## src/rtl/mm_operand_feeder.sv

```systemverilog
// mm_operand_feeder: buffers one N x N A/B job from a row-major load stream,
// then streams A columns / B rows into a systolic matrix multiplier
// (N data steps followed by 2N-2 zero flush steps), waits for the product to
// be produced and drained, and clears the multiplier for the next job.
// All outputs are registered; they are computed from the next state so each
// output lines up with the state it belongs to.
// Optional feature: define MM_FEEDER_JOB_CNT_EN to build the 16-bit
// completed-job counter on job_count_o (otherwise job_count_o is tied to 0).
module mm_operand_feeder #(
  parameter int DATA_WIDTH = 8,
  parameter int N          = 4
) (
  input  logic                  clk_i,
  input  logic                  reset_ni,
  input  logic                  load_valid_i,
  output logic                  load_ready_o,
  input  logic [DATA_WIDTH-1:0] load_a_i,
  input  logic [DATA_WIDTH-1:0] load_b_i,
  output logic                  mm_valid_o,
  output logic                  mm_reset_o,
  output logic [DATA_WIDTH-1:0] a_o [N],
  output logic [DATA_WIDTH-1:0] b_o [N],
  input  logic                  mm_done_i,
  input  logic                  drain_ack_i,
  output logic                  done_o,
  output logic [15:0]           job_count_o
);

  localparam int NN  = N * N;
  localparam int LCW = (NN > 1) ? $clog2(NN) : 1;
  localparam int SCW = $clog2(3 * N - 1);

  localparam logic [LCW-1:0] LCNT_LAST  = LCW'(NN - 1);
  localparam logic [LCW-1:0] LCNT_ONE   = LCW'(1);
  localparam logic [SCW-1:0] SCNT_LAST  = SCW'(3 * N - 3);
  localparam logic [SCW-1:0] SCNT_ONE   = SCW'(1);
  localparam logic [SCW-1:0] SCNT_FLUSH = SCW'(N);

  localparam logic [1:0] ST_LOAD      = 2'd0;
  localparam logic [1:0] ST_STREAM    = 2'd1;
  localparam logic [1:0] ST_WAIT_DONE = 2'd2;
  localparam logic [1:0] ST_CLEAR     = 2'd3;

  logic [1:0]            state_q, state_d;
  logic [LCW-1:0]        lcnt_q, lcnt_d;
  logic [SCW-1:0]        scnt_q, scnt_d;
  logic                  load_ready_q, load_ready_d;
  logic                  mm_valid_q, mm_valid_d;
  logic                  mm_reset_q, mm_reset_d;
  logic                  done_q, done_d;
  logic [DATA_WIDTH-1:0] a_q [N];
  logic [DATA_WIDTH-1:0] a_d [N];
  logic [DATA_WIDTH-1:0] b_q [N];
  logic [DATA_WIDTH-1:0] b_d [N];

  // Operand buffers, row-major, intentionally without reset.
  logic [DATA_WIDTH-1:0] a_mem_q [NN];
  logic [DATA_WIDTH-1:0] b_mem_q [NN];

  logic                  load_fire_s;
  logic [LCW-1:0]        a_idx_s;
  logic [LCW-1:0]        b_idx_s;

  // Beat acceptance: only while LOAD is presenting ready.
  assign load_fire_s = load_valid_i && load_ready_q && (state_q == ST_LOAD);

  // Next-state, counters and the control outputs that follow the next state.
  always_comb begin
    state_d = state_q;
    lcnt_d  = lcnt_q;
    scnt_d  = scnt_q;
    case (state_q)
      ST_LOAD: begin
        if (load_fire_s) begin
          if (lcnt_q == LCNT_LAST) begin
            state_d = ST_STREAM;
            lcnt_d  = '0;
            scnt_d  = '0;
          end else begin
            lcnt_d = lcnt_q + LCNT_ONE;
          end
        end else begin
          lcnt_d = lcnt_q;
        end
      end
      ST_STREAM: begin
        if (scnt_q == SCNT_LAST) begin
          state_d = ST_WAIT_DONE;
          scnt_d  = '0;
        end else begin
          scnt_d = scnt_q + SCNT_ONE;
        end
      end
      ST_WAIT_DONE: begin
        // The drain ack only counts together with the multiplier's done.
        if (mm_done_i && drain_ack_i) begin
          state_d = ST_CLEAR;
        end else begin
          state_d = ST_WAIT_DONE;
        end
      end
      ST_CLEAR: begin
        state_d = ST_LOAD;
        lcnt_d  = '0;
        scnt_d  = '0;
      end
      default: begin
        state_d = ST_LOAD;
        lcnt_d  = '0;
        scnt_d  = '0;
      end
    endcase
    load_ready_d = (state_d == ST_LOAD);
    mm_valid_d   = (state_d == ST_STREAM);
    mm_reset_d   = (state_d == ST_CLEAR);
    done_d       = (state_d == ST_CLEAR);
  end

  // Operand selection for the next step: A column s and B row s while s < N,
  // zeros otherwise. The final load beat is forwarded because it is written
  // on the same edge that launches step 0.
  always_comb begin
    a_idx_s = '0;
    b_idx_s = '0;
    for (int r = 0; r < N; r++) begin
      a_d[r] = '0;
      b_d[r] = '0;
    end
    if ((state_d == ST_STREAM) && (scnt_d < SCNT_FLUSH)) begin
      for (int r = 0; r < N; r++) begin
        a_idx_s = LCW'(r * N) + LCW'(scnt_d);
        b_idx_s = LCW'(int'(scnt_d) * N + r);
        if (load_fire_s && (a_idx_s == lcnt_q)) begin
          a_d[r] = load_a_i;
        end else begin
          a_d[r] = a_mem_q[a_idx_s];
        end
        if (load_fire_s && (b_idx_s == lcnt_q)) begin
          b_d[r] = load_b_i;
        end else begin
          b_d[r] = b_mem_q[b_idx_s];
        end
      end
    end else begin
      a_idx_s = '0;
      b_idx_s = '0;
    end
  end

  // State, counters and registered outputs; reset holds the multiplier in reset.
  always_ff @(posedge clk_i or negedge reset_ni) begin
    if (!reset_ni) begin
      state_q      <= ST_LOAD;
      lcnt_q       <= '0;
      scnt_q       <= '0;
      load_ready_q <= 1'b0;
      mm_valid_q   <= 1'b0;
      mm_reset_q   <= 1'b1;
      done_q       <= 1'b0;
      for (int r = 0; r < N; r++) begin
        a_q[r] <= '0;
        b_q[r] <= '0;
      end
    end else begin
      state_q      <= state_d;
      lcnt_q       <= lcnt_d;
      scnt_q       <= scnt_d;
      load_ready_q <= load_ready_d;
      mm_valid_q   <= mm_valid_d;
      mm_reset_q   <= mm_reset_d;
      done_q       <= done_d;
      for (int r = 0; r < N; r++) begin
        a_q[r] <= a_d[r];
        b_q[r] <= b_d[r];
      end
    end
  end

  // Operand buffer write on each accepted load beat.
  always_ff @(posedge clk_i) begin
    if (load_fire_s) begin
      a_mem_q[lcnt_q] <= load_a_i;
      b_mem_q[lcnt_q] <= load_b_i;
    end
  end

  assign load_ready_o = load_ready_q;
  assign mm_valid_o   = mm_valid_q;
  assign mm_reset_o   = mm_reset_q;
  assign done_o       = done_q;
  assign a_o          = a_q;
  assign b_o          = b_q;

`ifdef MM_FEEDER_JOB_CNT_EN
  logic [15:0] job_cnt_q, job_cnt_d;

  // Completed-job count; the new value appears together with done_o.
  always_comb begin
    if (state_d == ST_CLEAR) begin
      job_cnt_d = job_cnt_q + 16'd1;
    end else begin
      job_cnt_d = job_cnt_q;
    end
  end

  // Job counter register, wraps naturally at 16 bits.
  always_ff @(posedge clk_i or negedge reset_ni) begin
    if (!reset_ni) begin
      job_cnt_q <= 16'h0000;
    end else begin
      job_cnt_q <= job_cnt_d;
    end
  end

  assign job_count_o = job_cnt_q;
`else
  assign job_count_o = 16'h0000;
`endif

endmodule

```

## config.mk

```make
export PLATFORM = sky130hd
export DESIGN_NAME = mm_operand_feeder
export DESIGN_NICKNAME = d
export VERILOG_FILES = /design/src/rtl/mm_operand_feeder.sv
export SDC_FILE = /design/constraint.sdc
export NUM_CORES = 1
export LEC_CHECK = 0
export BUFFER_PORTS_ARGS = -buffer_cell sky130_fd_sc_hd__buf_2
export CAP_MARGIN = 20
export CORE_MARGIN = 3
export CORE_UTILIZATION = 60
export DETAILED_ROUTE_END_ITERATION = 10
export PLACE_DENSITY_LB_ADDON = 0.15
export SKIP_CTS_REPAIR_TIMING = 1
export SLEW_MARGIN = 0
export SYNTH_ARGS = -nofsm -noshare
export SYNTH_HDL_FRONTEND = slang
export SYNTH_SLANG_ARGS = --single-unit
```

## constraint.sdc

```tcl
create_clock -name clk_i -period 3.54 [get_ports clk_i]
set_input_delay 0.354 -clock clk_i [delete_from_list [all_inputs] [get_ports clk_i]]
set_output_delay 0.354 -clock clk_i [all_outputs]
set_load 0.03 [all_outputs]
```

# Word-level counts from Yosys, hierarchy flattened
# Memory sizes are Yosys's and may differ from the RTL's.
# Cells that the tools add are included.
# Widths: inputs -> output; s select.
# classes
add_sub_neg,8
n_lt_le_gt_ge,1
n_eq_ne,16
mux,24
n_reduce_logical,16
# ops
cell,count
$mux 32,2
$mux 8,8
$eq 4x4->1,8
$mux 4,5
$add 4x1->4 const B,3
$logic_and 1x1->1,12
$pmux 4 s3,1
$add 4x2->4 const B,2
$add 4x4->4 const A,2
$eq 4x4->1 const B,2
$pmux 2 s4,1
$pmux 4 s2,1
$eq 2x2->1 const B,3
$mux 2,3
$add 3x4->4 const A,1
$eq 2x1->1 const B,2
$logic_not 2->1,2
$lt 4x3->1 const B,1
$mux 1,3
$ne 2x2->1 const B,1
$reduce_and 2->1,1
$reduce_bool 2->1,1
# word_totals
register_bits,78
ramBits,256
output_inout_bits,84
mem_count,2
# memory_table
memory,depth,width,read_ports,rd_ports_with_merged_regs,write_ports,line_no,source
a_mem_q,16,8,4,0,1,57,logic [DATA_WIDTH-1:0] a_mem_q [NN];
b_mem_q,16,8,4,0,1,58,logic [DATA_WIDTH-1:0] b_mem_q [NN];

# Logic depth before layout (Yosys ltp)
# depth
ltp_word,9
mapped_depth,15
ltp_nobuf,11

# Least setup slack after synthesis
# Ideal clock, no wire load.
# synth_timing
path_kind,register -> register
from,register lcnt_q[0]
to,register a_q (netlist bit a_o[0])
setup_ps,118
arrival_time_ps,2988
required_ps,3422
slack_ps,433
path_stages_with_launch,16
period_less_slack_ps,3107
cell_sequence,dfrtp_1 > ha_1 > nand4b_1 > nor2_1 > nor2_1 > a22o_1 > buf_2 > buf_4 > inv_1 > ha_1 > clkbuf_1 > xnor2_1 > nor2_1 > and3_1 > clkbuf_1 > a21o_1
# synth_rtl
item,line_no,source
from (decl),45,"logic [LCW-1:0] lcnt_q, lcnt_d;"
from (signal assigned),166,lcnt_q <= lcnt_d;
"to (signal, indexed assignment)",173,a_q[r] <= a_d[r];
to (decl),51,logic [DATA_WIDTH-1:0] a_q [N];

==> results.toml <==
[timing]
timing.final.crit_share = 0.900
totalNegativeSetupSlack_ns = 0
hold_viol = 46
worstMarginPinSlew_ns = 0.882
period_minus_slack_ns = 3.19
relSlewSlack = 0.412
whs_ns = -0.0553
fin_skew_ns = 0.00937
fmax_mhz = 314
rsz0062_at_grt = "no"
slew_viol_final = 0
finalSetupViolCount = 0

[pwr]
irDropWorstVdd_v = 0.000666
sw_frac_of_total = 0.413
powerDensity_nw_per_um2 = 989
p_int_uw = 9340
p_leak_uw = 0.00614
power.total_uw = 15900
combinationalPowerShare = 0.444
power_frac_clock = 0.239
switchingPower_uw = 6570
seqPwrFrac = 0.317

[placement]
dp_hpwl_mm = 20.9
gp_congestion = 0.897
io_buffers = 88

[worst_setup_path]
cp_num_buf_inv = 1
crit_chain = "ha_1 -> and4b_1 -> a21boi_4 -> buf_4 -> a311oi_1 -> a22oi_1 -> mux2i_1 -> a211oi_1"
r2r_start = "lcnt_q[0]"
crit_type = "reg2reg"
critPathLaunchType = "flip-flop"
cp_max_fo = 14
critPathRequiredTime_ns = 3.94
path_delay_family = "compound AO/OA/AOI/OAI gates"
slowest_stage = "a22oi_1"
worstSetupStartpoint = "lcnt_q[0]"
max_stage_delay_ns = 0.56
end_kind = "flip-flop"
crit_arrival_ns = 3.58
timing.reg2reg.setup_slack_ns = 0.35

[yosys]
syn_area_per_cell_sq_um = 12.7
synthFlopType = "edfxtp_1"
synthDistinctLibCells = 63
netlist_area_sq_um = 14100
yosysTopAreaCell = "edfxtp_1"
post-synth-top-area-fraction = 0.547
synth.area.top_cells = "edfxtp_1, dfrtp_1, nand2_1"
synth.ff_latch_count = 334
seq_area_frac_synth = 0.686
yosysWarnings = 0
syn_inst = 1106
postSynth.asyncResetShare = 0.234
synth_edf_count = 256

[global_routing]
grt_pass1_vias = 9105
grt.overflow.total = 0
grt_pass1_wl_mm = 52.8
antenna_found_initial = 0
grt_max_degree = 68
track_usage = 0.267

[finish]
area_growth_pct = 14.3
drive_above_1_share = 0.181
fin_nets = 1218
diodes = 0
layout_commonest_cell = "edfxtp_1"
final_cell_mix = "edfxtp_1, nand2_1, buf_2"

[floorplan]
initial_core_util = 0.615
pin_count = 105
rows = 55
core_area_sq_um = 22800
design.die.area_sq_um = 25300
die_w_um = 159
die_height_um = 159

[cts]
htree_levels = 2
numCtsBuffers = 35
cts_tree = "done"
clock_path_buffers = 3
cts_sinks = 334
clockRootBuffer = "clkbuf_16"
clkLatencyLatePin_ns = 0.52
clk_pin_slew_worst_paths_ns = 0.06

[detailed_routing]
vias_per_cell = 6.19
firstDrtPassIters = 5
drt_iter0_drc = 1111
vias = 9465
ant_nets = 0
drc = 0
wl_per_cell_um = 22.1
finalWirelength_mm = 33.8

[status]
violations = "hold timing"
status = "finished, violations left"

[run]
drv_cap = 0

[hold_path]
worst_hold_path_type = "in2async"
==> Yosys cell counts (all sizes together), types with 19 or more instances <==
library cell,count
a22o,19
a32oi,25
dfrtp,77
mux2i,26
nand2,174
clkbuf,39
a211oi,28
nor2,75
edfxtp,256
o21ai,58
a21oi,36
nand3,79
a311oi,25
buf,60
==> routing by layer <==
layer,vias up,track usage,routed length [um]
li1,4257,-,-
met1,4629,0.391,14200
met2,509,0.414,15500
met3,70,0.0445,3060
met4,0,0.0883,987
met5,-,0,0
==> logic make-up (layout without fill, tap and decap cells) <==
family | count (synthesis) | in the layout | share of synthesized area
buffers and inverters | 109 | 205 | 0.0396
AO/OA/AOI/OAI | 239 | 239 | 0.122
adder cells (fa/ha/maj) | 7 | 7 | 0.00623
other | 1 | 16 | 0.000267
multiplexers | 26 | 26 | 0.0185
XOR/XNOR | 5 | 5 | 0.00312
flip-flops | 334 | 334 | 0.686
AND/OR/NAND/NOR | 385 | 385 | 0.124
==> sequential cells by signal, summed over array words and instances (netlist names) <==
| register | count |
|---|---|
| a_mem_q | 128 |
| a_o | 32 |
| b_mem_q | 128 |
| b_o | 32 |
| done_o | 1 |
| lcnt_q | 4 |
| load_ready_o | 1 |
| mm_reset_o | 1 |
| mm_valid_o | 1 |
| scnt_q | 4 |
| state_q | 2 |
==> cell type report <==
type	count	area (sq um)
sequential	334	9640
fill	1546	6770
multi-input combinational	678	3960
clock buffer	44	971
timing repair buffer	131	816
tap	313	392
clock inverter	20	253
inverter	10	37.5
==> power by group through the flow <==
stage	clock network, uW	logic (uW)	registers (uW)
6_report	3800	7050	5040
5_1_grt	4030	7640	5100
4_1_cts	3860	6990	5040
3_5_place_dp	0	6930	5110
3_3_place_gp	0	6830	5110
2_1_floorplan	0	4270	5750
==> worst register-to-register path: stages, from the launching register on <==
cell	delay, ns
dfrtp_1	0.49
ha_1	0.29
and4b_1	0.30
a21boi_4	0.53
buf_4	0.33
a311oi_1	0.08
a22oi_1	0.56
mux2i_1	0.20
a211oi_1	0.29
==> final timing paths <==
check | endpoint | cells past startpoint
min in group clk_i | mm_reset_o | 3
max | a_o[17] | 8
max in group asynchronous | scnt_q[1] | 2
max reg2reg | a_o[17] | 8
min | done_o | 1
min reg2reg | b_o[18] | 4
==> per-stage QoR <==
step / std cells / utilization / hold slack [ns] / area (sq um) / worst slack [ns]
4_1_cts: 1530 / 0.704 / -0.0273 / 16100 / 0.409
6_report: 1530 / 0.704 / -0.0553 / 16100 / 0.353
2_1_floorplan: 1121 / - / 0.0584 / 14100 / 0.433
3_5_place_dp: 1466 / 0.650 / 0.516 / 14800 / 0.460
5_1_grt: 1530 / 0.704 / 0.00583 / 16100 / 0.173
3_3_place_gp: 1466 / 0.650 / 0.503 / 14800 / 0.542
(Power assumes the default switching activity.)
